<file path="config.mk">
export PLATFORM = sky130hd
export DESIGN_NAME = pc_fetch_sequencer
export DESIGN_NICKNAME = d
export VERILOG_FILES = /design/src/rtl/pc_fetch_sequencer.sv
export SDC_FILE = /design/constraint.sdc
export NUM_CORES = 1
export LEC_CHECK = 0
export CORE_ASPECT_RATIO = 1.75
export CORE_MARGIN = 2
export CORE_UTILIZATION = 43
export CTS_CLUSTER_DIAMETER = 60
export DETAILED_ROUTE_END_ITERATION = 12
export PLACE_DENSITY = 0.82
export SLEW_MARGIN = 20
export SYNTH_ARGS = -nofsm -noshare
export SYNTH_HDL_FRONTEND = slang
export SYNTH_SLANG_ARGS = --single-unit
</file>
<file path="constraint.sdc">
create_clock -name clk -period 2.5 [get_ports clk]
set_clock_uncertainty 0.15 [all_clocks]
set_input_delay 0.375 -clock clk [delete_from_list [all_inputs] [get_ports clk]]
set_output_delay 0.375 -clock clk [all_outputs]
set_load 0.01 [all_outputs]
</file>
<file path="src/rtl/pc_fetch_sequencer.sv">
// pc_fetch_sequencer: owns the fetch PC for a 5-stage core. Advances the PC to
// the core-computed next address when the hazard unit allows it, holds on
// stalls and debug freeze, drains the pipeline once END_ADDR is reached, and
// traps misaligned targets or runaway stalls in a sticky error state.
// Optional feature macro: PC_PERF_CNT_EN enables the fetch/stall counters;
// without it fetch_cnt and stall_cnt read as zero.
module pc_fetch_sequencer #(
    parameter logic [31:0] RESET_ADDR   = 32'h0000_0000,
    parameter logic [31:0] END_ADDR     = 32'h0000_0100,
    parameter int          DRAIN_CYCLES = 4,
    parameter int          STALL_MAX    = 8
) (
    input  logic        clk,
    input  logic        rst_n,
    input  logic [31:0] pc_next,
    input  logic        pc_write,
    input  logic        hold,
    output logic [31:0] pc,
    output logic        busy,
    output logic        done,
    output logic        stall_err,
    output logic [31:0] fetch_cnt,
    output logic [31:0] stall_cnt
);

    typedef enum logic [1:0] {
        S_RUN   = 2'd0,
        S_DRAIN = 2'd1,
        S_DONE  = 2'd2,
        S_ERR   = 2'd3
    } state_e;

    // Drain counter starts one below the wait so DONE lands DRAIN_CYCLES edges
    // after entering DRAIN; a stall trips when the run count already holds
    // STALL_MAX-1 and one more stall arrives.
    localparam logic [7:0] DRAIN_LOAD = 8'(DRAIN_CYCLES - 1);
    localparam logic [7:0] STALL_LAST = 8'(STALL_MAX - 1);

    state_e      state_q, state_d;
    logic [31:0] pc_q, pc_d;
    logic [7:0]  drain_q, drain_d;
    logic [7:0]  run_q, run_d;
    logic        busy_q, busy_d;
    logic        done_q, done_d;
    logic        err_q, err_d;
    logic        fetch_inc, stall_inc;

    // Next-state, PC and internal counter decisions for the sequencer FSM.
    always_comb begin
        state_d   = state_q;
        pc_d      = pc_q;
        drain_d   = drain_q;
        run_d     = run_q;
        fetch_inc = 1'b0;
        stall_inc = 1'b0;
        case (state_q)
            S_RUN: begin
                if (pc_q == END_ADDR) begin
                    // End of program outranks everything, including a stall overflow.
                    state_d = S_DRAIN;
                    drain_d = DRAIN_LOAD;
                end else if (hold) begin
                    // Debug freeze: nothing moves, not even the stall-run count.
                end else if (pc_write) begin
                    if (pc_next[1:0] == 2'b00) begin
                        pc_d      = pc_next;
                        fetch_inc = 1'b1;
                        run_d     = 8'd0;
                    end else begin
                        state_d = S_ERR;
                    end
                end else begin
                    stall_inc = 1'b1;
                    run_d     = run_q + 8'd1;
                    if (run_q == STALL_LAST) state_d = S_ERR;
                end
            end
            S_DRAIN: begin
                if (drain_q == 8'd0) state_d = S_DONE;
                else                 drain_d = drain_q - 8'd1;
            end
            default: ;
        endcase
        busy_d = (state_d == S_RUN) || (state_d == S_DRAIN);
        done_d = (state_d == S_DONE);
        err_d  = (state_d == S_ERR);
    end

    // State, PC and registered status flags.
    always_ff @(posedge clk or negedge rst_n) begin
        if (!rst_n) begin
            state_q <= S_RUN;
            pc_q    <= RESET_ADDR;
            drain_q <= 8'd0;
            run_q   <= 8'd0;
            busy_q  <= 1'b1;
            done_q  <= 1'b0;
            err_q   <= 1'b0;
        end else begin
            state_q <= state_d;
            pc_q    <= pc_d;
            drain_q <= drain_d;
            run_q   <= run_d;
            busy_q  <= busy_d;
            done_q  <= done_d;
            err_q   <= err_d;
        end
    end

    assign pc        = pc_q;
    assign busy      = busy_q;
    assign done      = done_q;
    assign stall_err = err_q;

`ifdef PC_PERF_CNT_EN
    logic [31:0] fetch_cnt_q, stall_cnt_q;

    // Saturating performance counters; they only move in RUN.
    always_ff @(posedge clk or negedge rst_n) begin
        if (!rst_n) begin
            fetch_cnt_q <= 32'd0;
            stall_cnt_q <= 32'd0;
        end else begin
            if (fetch_inc && (fetch_cnt_q != 32'hFFFF_FFFF)) fetch_cnt_q <= fetch_cnt_q + 32'd1;
            if (stall_inc && (stall_cnt_q != 32'hFFFF_FFFF)) stall_cnt_q <= stall_cnt_q + 32'd1;
        end
    end

    assign fetch_cnt = fetch_cnt_q;
    assign stall_cnt = stall_cnt_q;
`else
    logic perf_unused;
    assign perf_unused = fetch_inc ^ stall_inc;
    assign fetch_cnt   = 32'h0;
    assign stall_cnt   = 32'h0;
`endif

endmodule

</file>
### After elaboration in Yosys (flattened, before gate mapping)

Index checks and enable logic that the tools add are counted.

* flip-flop bits (word level): 53
* output and inout port bits: 99
* input bits: 36
* logic and storage cells: 41

* equal/unequal tests: 9
* $add $sub $neg: 2
* reductions and logical operators: 9
* bitwise logic cells: 2
* muxes and demuxes: 12

Operator list (count)
* equality test 32 x 9 -> 1 bit, second input constant: 1
* two-way mux 8 bit: 4
* one-hot mux 8 bit (2 select lines): 1
* two-way mux 2 bit: 6
* adder 8 x 1 -> 8 bit, second input constant: 1
* equality test 8 x 3 -> 1 bit, second input constant: 1
* logical NOT 8 bit: 1
* subtractor 8 x 1 -> 8 bit, second input constant: 1
* logical NOT 2 bit: 3
* AND reduction 5 bit: 1
* equality test 2 x 1 -> 1 bit, second input constant: 2
* equality test 2 bit, second input constant: 2
* inequality test 2 bit, second input constant: 2
* one-hot mux 2 bit (2 select lines): 1
* AND reduction 4 bit: 1
* AND reduction 3 bit: 1
* inequality test 2 x 1 -> 1 bit, second input constant: 1
* NOT 1 bit: 2
* nonzero test 2 bit: 1
* logical OR 1 bit: 1

### Logic depth before layout (Yosys ltp)

Gate-level depths: netlist of run 1.

* depth after elaboration: 8
* mapped depth: 6
* depth with buffers taken out: 6

### Worst setup path after synthesis of run 1

Ideal clock, no wire load.

* path type: reg-to-reg
* start: reg pc_q[9] (netlist: pc[9])
* end: reg pc_q[10] (netlist: pc[10])
* required time: 2225 ps
* setup time: 125 ps
* buffers on the path: 1
* cell stages (with the launch flop): 6
* setup slack: 344 ps
* data arrival time: 1881 ps
* clock period less this slack: 2156 ps
* cells stage by stage: dfrtp_1 > nor4b_1 > nand4_2 > o211ai_4 > buf_6 > mux2_2

* word-level cells in the longest chain between the ends: 3

RTL lines
* start: declaration: line 40 `logic [31:0] pc_q, pc_d;`
* start signal: assignment: line 101 `pc_q <= pc_d;`
* equality test 32 x 9 -> 1 bit: line 58 `if (pc_q == END_ADDR) begin`
* NOT 1 bit (no line)
* AND reduction 5 bit (no line)

No other way between the ends.
A chain may end at the register's enable or synchronous reset.

### Final worst setup path of run 1

* start: reg drain_q[0]
* end: reg drain_q[4]

* word-level cells in the longest chain between the ends: 3
* elaborated cells on any way between the ends: 6
* classes of those cells: add/sub (1); eq/ne (1); mux (2); reduce/logical (2)

RTL lines
* start: declaration: line 41 `logic [7:0] drain_q, drain_d;`
* start signal: assignment: line 102 `drain_q <= drain_d;`
* subtractor 8 x 1 -> 8 bit or logical NOT 8 bit (tied branches): line 80, 79
* two-way mux 8 bit or inequality test 2 bit (tied branches)
* one-hot mux 8 bit (2 select lines) or AND reduction 3 bit (tied branches)

Several ways; a longest one is shown, not always the timed one. The select of a mux whose other input is x is not followed.

==> qor.txt, run 1 <==
Peak Freq: 0.4314 GHz
Core ar.: 0.007079 sq mm
count leader, synth: buf_4
vias in the first global route: 2,312
Post-CTS Setup Inserts: 0
CP endpoint kind: flop
Peak VDD IR: 0.3417 mV
Die H: 116.3 um
Worst EP arrival: 2.34 ns
top cells by count, synth: 64 x buf_4, 52 x dfrtp_1, 26 x mux2_2
Leak Pwr: 1.806 nW
status: complete, no violations
clk slew on worst S/H paths: 0.07 ns
Int Pwr: 1.425 mW
DRT iter0 DRCs: 111
Initial Util: 43.74%
CP Max Fanout: 6
Post-synth ARST share: 100.0%
antenna violations before repair: 0
Die Width: 68.15 um
Final setup viols: 0
max-slew violation count: 0
RePlAce Congestion: 0.8255
Least-Margin Pin Slew: 0.6475 ns
max-cap violations: 0
RSZ-0062 raised after global routing: false
Fin. Hold Viols: 0
CTS tree: built
syn avg cell area: 10.75 sq um
Sw Ratio: 21.92%
first-pass GRT wire length: 10.98 mm
Tot Pwr: 1.824 mW
CTS root buf: clkbuf_16
count of flip-flops with a built-in enable after synthesis: 0
io pins: 135
Synth area leader: dfrtp_1
Distinct cells, synth: 47
final critical-path required period: 2.318 ns
crit path launch type: flop
later-pin clock latency in the skew report: 0.29 ns
Setup WS post-layout: 0.1821 ns
share of cells above drive strength 1: 15.09%
FP Rows: 41
DIE AREA: 0.007923 sq mm
post-synthesis register bit count: 53
synth-to-layout area growth: 26.10%
cell count after synthesis: 288
post-synth top area share: 42.02%
via/cell ratio: 5.184
Longest Clk Path Bufs: 2
sequential share of power: 47.8%
CP required: 2.52 ns
ANT nets after route: 0
sum of negative setup slack: 0 ns
WL final: 6.805 mm
vias: 2,369
# H-tree levels: 2
hold crit path type: reg2reg
Congestion Overflow GR: 0
gr usage total: 18.05%
switching power total: 0.3999 mW
post-synthesis sequential area ratio: 42.87%
Slew headroom: 56.47%
IO Port Bufs: 70
Comb power frac: 7.9%
DRT Pass-1 Iters: 4
Setup Crit Path Kind: reg2reg
largest net degree at the start of global routing: 33
Final #Nets: 409
DP Wirelength: 5.169 mm
clk sink count: 53
Setup WS pre-CTS: 0.2390 ns
TritonCTS Buffers: 5
WL per Instance: 14.89 um
PwrDens: 467.2 mW/mm^2
Clk pwr share: 44.3%
top post-synthesis cells by area: dfrtp_1 42%, buf_4 16%, mux2_2 9.5%
drt drc: 0
Final Cycle Share: 92.71%
ant diodes: 0
mapped cell area: 0.003097 sq mm
YS warnings: 0
Synth Flop Type: dfrtp_1
-- cells in the final DEF, fill, tap and decap left out, types with 4 or more instances in the layout --
cell type | netlist | routed
nor3b_1 | 4 | 4
a221o_1 | 4 | 4
clkdlybuf4s50_1 | 0 | 69
nand4_1 | 4 | 4
mux2_2 | 26 | 26
mux2_1 | 4 | 4
and2_1 | 5 | 5
o21ai_0 | 7 | 7
inv_1 | 7 | 7
a32o_1 | 5 | 5
buf_4 | 64 | 13
dfrtp_1 | 52 | 52
or3_1 | 4 | 4
nor3_1 | 9 | 9
clkbuf_16 | 0 | 5
a21oi_1 | 7 | 7
conb_1 | 1 | 64
nand2_1 | 16 | 16
o311ai_0 | 4 | 4
o211ai_1 | 5 | 5
nor4_1 | 12 | 12
-- area by class of cell --
cell class | instances | area [sq um]
multi-input cells | 218 | 1444
clock buffers | 6 | 138.9
fillers | 630 | 3174
flip-flops and latches | 53 | 1328
repair buffers | 85 | 823.3
well taps | 86 | 107.6
clock inverters | 2 | 37.54
inverters | 7 | 26.28
-- metrics by stage --
stage	area (sq um)	hold slack [ns]	util, %	cells
floorplan	3333	-0.07059	-	351
global placement	3717	0.2158	52.51	448
detailed placement	3717	0.2212	52.51	448
CTS	3904	0.3772	55.14	457
global route	3905	0.3976	55.16	457
finish	3905	0.3785	55.16	457
-- routing by layer --
layer	routed length [um]	vias up	track usage (%)
li1	-	1091	-
met4	110	0	5.733
met3	454	9	3.757
met2	3803	124	31.84
met1	2438	1145	21.41
met5	0	-	0
-- critical path, stage by stage, from the launching register on --
cell,delay (ns)
dfrtp_1,0.42
inv_1,0.17
ha_1,0.27
or3b_2,0.47
a2111oi_1,0.43
o21ai_0,0.16
o311ai_0,0.13
-- flip-flops by register name, indices dropped and copies added, names as in the netlist --
signal / count
busy: 1
drain_q: 8
state_q: 2
run_q: 8
done: 1
pc: 32
stall_err: 1
-- final timing paths --
check | start | endpoint | cells past startpoint | slack, ns
max | drain_q[0]$_DFFE_PN0P_ | drain_q[4]$_DFFE_PN0P_ | 6 | 0.18
min | pc[8]$_DFFE_PN0P_ | pc[8]$_DFFE_PN0P_ | 1 | 0.38
max reg2reg | drain_q[0]$_DFFE_PN0P_ | drain_q[4]$_DFFE_PN0P_ | 6 | 0.18
min reg2reg | pc[8]$_DFFE_PN0P_ | pc[8]$_DFFE_PN0P_ | 1 | 0.38
max in group asynchronous | rst_n | pc[8]$_DFFE_PN0P_ | 3 | 1.14
min in group asynchronous | rst_n | run_q[7]$_DFFE_PN0P_ | 2 | 0.44
-- logic make-up (layout without fill, tap and decap cells) --
group / count (synthesis) / after routing / share of synthesized area (%)
AOI/OAI and AO/OA: 46 / 46 / 11.76
adders and majority gates: 3 / 3 / 1.212
buffers and inverters: 80 / 100 / 18.18
DFF: 53 / 53 / 42.87
muxes: 32 / 32 / 11.56
other: 1 / 64 / 0.1211
and+or+nand+nor: 73 / 73 / 14.30
-- what timing repair did --
item | in CTS | in global routing
hold buffers | 1 | 0
hold endpoints to repair | 19 | 0
resized for setup | 0 | 1
setup endpoints to repair | 0 | 1
-- power groups by stage --
stage               sequential, mW  combinational [mW]  clock (mW)
floorplan                    0.886               0.135           0
finish                       0.872               0.145       0.808
global route                 0.872               0.164       0.868
CTS                          0.871               0.144       0.816
detailed placement           0.888               0.143           0
global placement             0.887               0.141           0
Power figures use the tool's default switching activity.
==> run 2, diff against run 1 <==
--- a/config.mk
+++ b/config.mk
@@ -5,12 +5,13 @@
 export SDC_FILE = /design/constraint.sdc
 export NUM_CORES = 1
 export LEC_CHECK = 0
+export ABC_CLOCK_PERIOD_IN_PS = 2500
 export CORE_ASPECT_RATIO = 1.75
 export CORE_MARGIN = 2
 export CORE_UTILIZATION = 43
 export CTS_CLUSTER_DIAMETER = 60
 export DETAILED_ROUTE_END_ITERATION = 12
-export PLACE_DENSITY = 0.82
+export PLACE_DENSITY_LB_ADDON = 0.08
 export SLEW_MARGIN = 20
 export SYNTH_ARGS = -nofsm -noshare
 export SYNTH_HDL_FRONTEND = slang
==> qor.txt, run 2 (synthesized netlist as in run 1, its figures left out) <==
PwrDens: 440.3 mW/mm^2
hold crit path type: reg2reg
Peak Freq: 0.4488 GHz
most frequent cells in the layout: 69 x clkdlybuf4s50_1, 64 x conb_1, 52 x dfrtp_1, 26 x mux2_2, 16 x nand2_1
Final #Nets: 408
WHS Endpoint: pc[13]$_DFFE_PN0P_
flop2flop setup slack: 0.27 ns
Die H: 116.3 um
reg2reg path depth: 5
Fin. Hold Viols: 0
max-slew violation count: 0
CTS root buf: clkbuf_16
Congestion Overflow GR: 0
Final setup viols: 0
Least-Margin Pin Slew: 0.6680 ns
WHS: 0.3724 ns
WL per Instance: 14.55 um
slowest CP cell: nor4_1
Final Cycle Share: 89.12%
vias in the first global route: 2,181
io pins: 135
vias: 2,292
antenna violations before repair: 0
hold path depth: 1
Initial Util: 43.74%
RePlAce Congestion: 0.7661
clk slew on worst S/H paths: 0.06 ns
FP Rows: 41
Worst EP arrival: 2.25 ns
crit path launch type: flop
Fillers: 671
Leak Pwr: 1.789 nW
ANT nets after route: 0
TritonCTS Buffers: 5
Core ar.: 0.007079 sq mm
clk sink count: 53
DRT Pass-1 Iters: 4
critical path, cell by cell: nor4_1 -> nand4_2 -> o211ai_4 -> buf_12 -> mux2_2
R2R Path End: pc[22]$_DFFE_PN0P_
max-cap violations: 0
CP Max Fanout: 32
DP Wirelength: 5.039 mm
later-pin clock latency in the skew report: 0.29 ns
max incr delay on CP: 0.50 ns
DRT iter0 DRCs: 129
Tot Pwr: 1.701 mW
Peak VDD IR: 0.4613 mV
share of cells above drive strength 1: 14.36%
status: complete, no violations
Setup Crit Path Kind: reg2reg
RSZ-0062 raised after global routing: false
WL final: 6.619 mm
final critical-path required period: 2.228 ns
IO Port Bufs: 70
via/cell ratio: 5.037
largest net degree at the start of global routing: 33
max FFs per register: 32
sum of negative setup slack: 0 ns
Longest Clk Path Bufs: 2
# H-tree levels: 2
FF-to-FF Start: pc[17]$_DFFE_PN0P_
CTS tree: built
commonest non-fill, non-tap cell in the layout: clkdlybuf4s50_1
first-pass GRT wire length: 10.60 mm
drt drc: 0
synth-to-layout area growth: 24.73%
hold path start: pc[13]$_DFFE_PN0P_
gr usage total: 17.71%
CP required: 2.53 ns
ant diodes: 0
Die Width: 68.15 um
Slew headroom: 55.47%
CP endpoint kind: flop
DIE AREA: 0.007923 sq mm
[run 2: worst max-delay path: cells and delay by family, from the launching register on]
| family | cells | cell delay [ns] |
|---|---|---|
| buffers and inverters | 1 | 0.23 |
| multiplexers | 1 | 0.35 |
| AND/OR/NAND/NOR | 2 | 0.72 |
| AO/OA/AOI/OAI | 1 | 0.26 |
| flip-flops | 1 | 0.39 |
[run 2: metal layers]
metal,up-vias,wire length (um),global-route usage [%]
li1,1092,-,-
met1,1105,2551,21.06
met2,88,3517,30.36
met3,7,464,5.010
met4,0,85,5.467
met5,-,0,0
[run 2: layout make-up]
class                      instances  area (sq um)  area share, %
tap                               86         107.6          2.786
sequential                        53          1328          34.37
multi-input combinational        218          1443          37.35
clock buffer                       7         142.6          3.693
inverter                           7         26.28         0.6803
timing repair buffer              84         815.8          21.12
[run 2: worst max path at each step]
stage | startpoint | endpoint | slack (ns) | cells after the start
3_3_place_gp | hold | run_q[3]$_DFFE_PN0P_ | 0.23 | 4
4_1_cts | pc[17]$_DFFE_PN0P_ | pc[22]$_DFFE_PN0P_ | 0.22 | 5
5_1_grt | pc[17]$_DFFE_PN0P_ | pc[25]$_DFFE_PN0P_ | 0.12 | 5
3_5_place_dp | pc[17]$_DFFE_PN0P_ | pc[22]$_DFFE_PN0P_ | 0.23 | 5
6_report | pc[17]$_DFFE_PN0P_ | pc[22]$_DFFE_PN0P_ | 0.27 | 5
2_1_floorplan | pc[9]$_DFFE_PN0P_ | pc[10]$_DFFE_PN0P_ | 0.34 | 5
[run 2: power by group]
part / internal, mW / switching, mW
Sequential: 0.864 / 0.00803
Combinational: 0.0611 / 0.0823
Clock: 0.394 / 0.292
[run 2: stage by stage]
stage / worst slack [ns] / instances / utilization, % / instance area (sq um)
final: 0.2719 / 455 / 54.56 / 3862
after global routing: 0.1244 / 455 / 54.56 / 3862
after CTS: 0.2153 / 455 / 54.56 / 3862
after detailed placement: 0.2295 / 447 / 52.40 / 3710
after global placement: 0.2287 / 447 / 52.40 / 3710
after floorplan: 0.3444 / 351 / - / 3333
[run 2: repair_timing]
item | 4_1_cts | 5_1_grt
buffers inserted | 0 | 0
endpoints found under the hold margin | 18 | 0
hold buffers | 1 | 0
gates resized for setup | 0 | 0
==> run 3, diff against run 2 <==
--- a/config.mk
+++ b/config.mk
@@ -5,7 +5,6 @@
 export SDC_FILE = /design/constraint.sdc
 export NUM_CORES = 1
 export LEC_CHECK = 0
-export ABC_CLOCK_PERIOD_IN_PS = 2500
 export CORE_ASPECT_RATIO = 1.75
 export CORE_MARGIN = 2
 export CORE_UTILIZATION = 43
==> results of run 3 <==
The final DEF is identical to that of run 2; final timing and power are the same.
==> patch: new RTL, settings of run 3 <==
Put one more register stage on the output `stall_err`, with the module's reset. The value now appears one clock later. The other outputs are not delayed to match.
--- a/src/rtl/pc_fetch_sequencer.sv
+++ b/src/rtl/pc_fetch_sequencer.sv
@@ -112,3 +112,9 @@
     assign done      = done_q;
-    assign stall_err = err_q;
+    always_ff @(posedge clk or negedge rst_n) begin
+        if (!rst_n) begin
+            stall_err <= '0;
+        end else begin
+            stall_err <= err_q;
+        end
+    end
 
Formal check against the unedited RTL: not equivalent (a bounded check fails within 4 cycles, from zero or initial values and one cycle with rst_n low).
==> patch against run 3 <==
  * Sequential share of layout area grew 0.20 points
  * Critical path depth grew 1
  * Design area grew 1.3%
  * Routed wire length grew 3.9%
  * Total power grew 7.2%
  * Die area grew 0.77%
  * Synthesized cell count grew 0.35%
  * Sequential power grew 2%
  * Synthesized area grew 0.81%
  * Largest cell class unchanged
  * Sequential cell count grew 1
  * First-iteration DRC count shrank 2.3%
  * Non-clock buffer count shrank 1
  * Setup slack gained 11 ps
==> patch: results (changes against run 3) <==
Status
  – Status: finished, final reports clean (unchanged)

Logic synthesis
  – Fraction of registers with async set/reset: 100.0% (unchanged)
  – Synth Area per Inst: 10.80 um^2 (was 10.75 um^2)
  – Sequential fraction of the synthesis area: 43.33% (was 42.87%)
  – Mux cell area share after synthesis: 11.46% (was 11.56%)
  – Ys Warns: 0 (unchanged)
  – Synth unique cells: 47 (unchanged)
  – Compound-cell area share of the yosys netlist: 11.66% (was 11.76%)
  – Main area contributors after synthesis: dfrtp_1 (42%), buf_4 (15%), mux2_2 (9.4%), nor4_1 (2.4%), nand2_1 (1.9%) (was dfrtp_1 (42%), buf_4 (16%), mux2_2 (9.5%), nor4_1 (2.4%), nand2_1 (1.9%))
  – Commonest cells post-synth: buf_4 (64), dfrtp_1 (53), mux2_2 (26), nand2_1 (16), nor4_1 (12) (was buf_4 (64), dfrtp_1 (52), mux2_2 (26), nand2_1 (16), nor4_1 (12))
  – Post-Synth Adder-Cell Area: 1.202% (was 1.212%)

Placed design
  – Post-DP HPWL: 5111 um (was 5039 um)
  – GP Congestion: 0.7653 (was 0.7661)
  – Input/output buffers: 70 (unchanged)

Global route
  – Vias in the first global route: 2230 (was 2181)
  – Largest net degree at the start of global routing: 55 (was 33)
  – Gr usage total: 18.08% (was 17.71%)
  – First-pass GRT wire length: 10760 um (was 10600 um)

Routing
  – Routed length per instance: 15.08 um (was 14.55 um)
  – WL final: 6876 um (was 6619 um)
  – DR pass1 iterations: 4 (unchanged)
  – Via density: 5.061 (was 5.037)
  – First DRT Iteration DRCs: 126 (was 129)

Clocking
  – Inserted Clock Buffers: 5 (unchanged)
  – Root buf cell: clkbuf_16 (unchanged)
  – Post-CTS setup buffer count: 0 (unchanged)

Finish
  – # nets final: 408 (unchanged)
  – Max reg flops: 32 (unchanged)
  – Share of cells above drive strength 1: 14.05% (was 14.36%)

Setup path
  – R2R depth: 6 (was 5)
  – RR Startpoint: drain_q[0]$_DFFE_PN0P_ (was pc[17]$_DFFE_PN0P_)
  – CP peak stage delay: 470 ps (was 500 ps)
  – WS Path Type: flop to flop (unchanged)
  – WP data arrival: about 2200 ps
  – Reg2reg end: drain_q[4]$_DFFE_PN0P_ (was pc[22]$_DFFE_PN0P_)
  – Slowest library cell on the worst path: or3b_2 (was nor4_1)
  – Crit-path leading delay family: compound AO/OA/AOI/OAI gates (was simple AND/OR/NAND/NOR gates)
  – Worst Path Max Fanout: 6 (was 32)
  – Reg2reg setup slack: between 200 and 300 ps

Min path
  – HP Start: err_q$_DFF_PN0_ (was pc[13]$_DFFE_PN0P_)
  – Hold depth: 0 (was 1)
  – HP Class: flop to flop (unchanged)
  – Worst hold endpoint: stall_err$_DFF_PN0_ (was pc[13]$_DFFE_PN0P_)

Power
  – LEAKAGE: 1.810 nW (was 1.789 nW)
  – Peak supply drop: 0.4911 mV (was 0.4613 mV)
  – P_seq: 0.888 mW (was 0.872 mW)
  – Logic pwr share: 8.0% (was 8.4%)
  – Switching Share: 22.27% (was 22.46%)

Timing
  – Worst-Margin Slew: 636.1 ps (was 668.0 ps)
[patch: metal layers]
metal / up-vias / wire, um / track usage, %
met2: 82 / 3804 / 31.86
met4: 0 / 80 / 5.733
met1: 1125 / 2613 / 20.91
li1: 1095 / - / -
met3: 6 / 377 / 4.432
met5: - / 0 / 0
[patch: metrics by stage]
stage               hold WS [ps]  worst slack (ps)  area [um^2]  util [%]  total power [mW]
floorplan                 -70.59             344.4         3358         -             1.038
global placement           199.7             253.5         3740     52.45             1.048
detailed placement         199.8             237.2         3740     52.45             1.049
finish                     208.4             283.4         3913     54.87             1.822
CTS                        215.0             237.4         3913     54.87             1.838
global route               219.3             133.6         3913     54.87             1.901
[patch: final cells by class]
cell class	instances	area (um^2)
clock buffers	7	132.6
clock inverters	1	30.03
fillers	658	3218
inverters	7	26.28
multi-input cells	218	1443
flip-flops and latches	54	1353
well taps	86	107.6
repair buffers	83	820.8
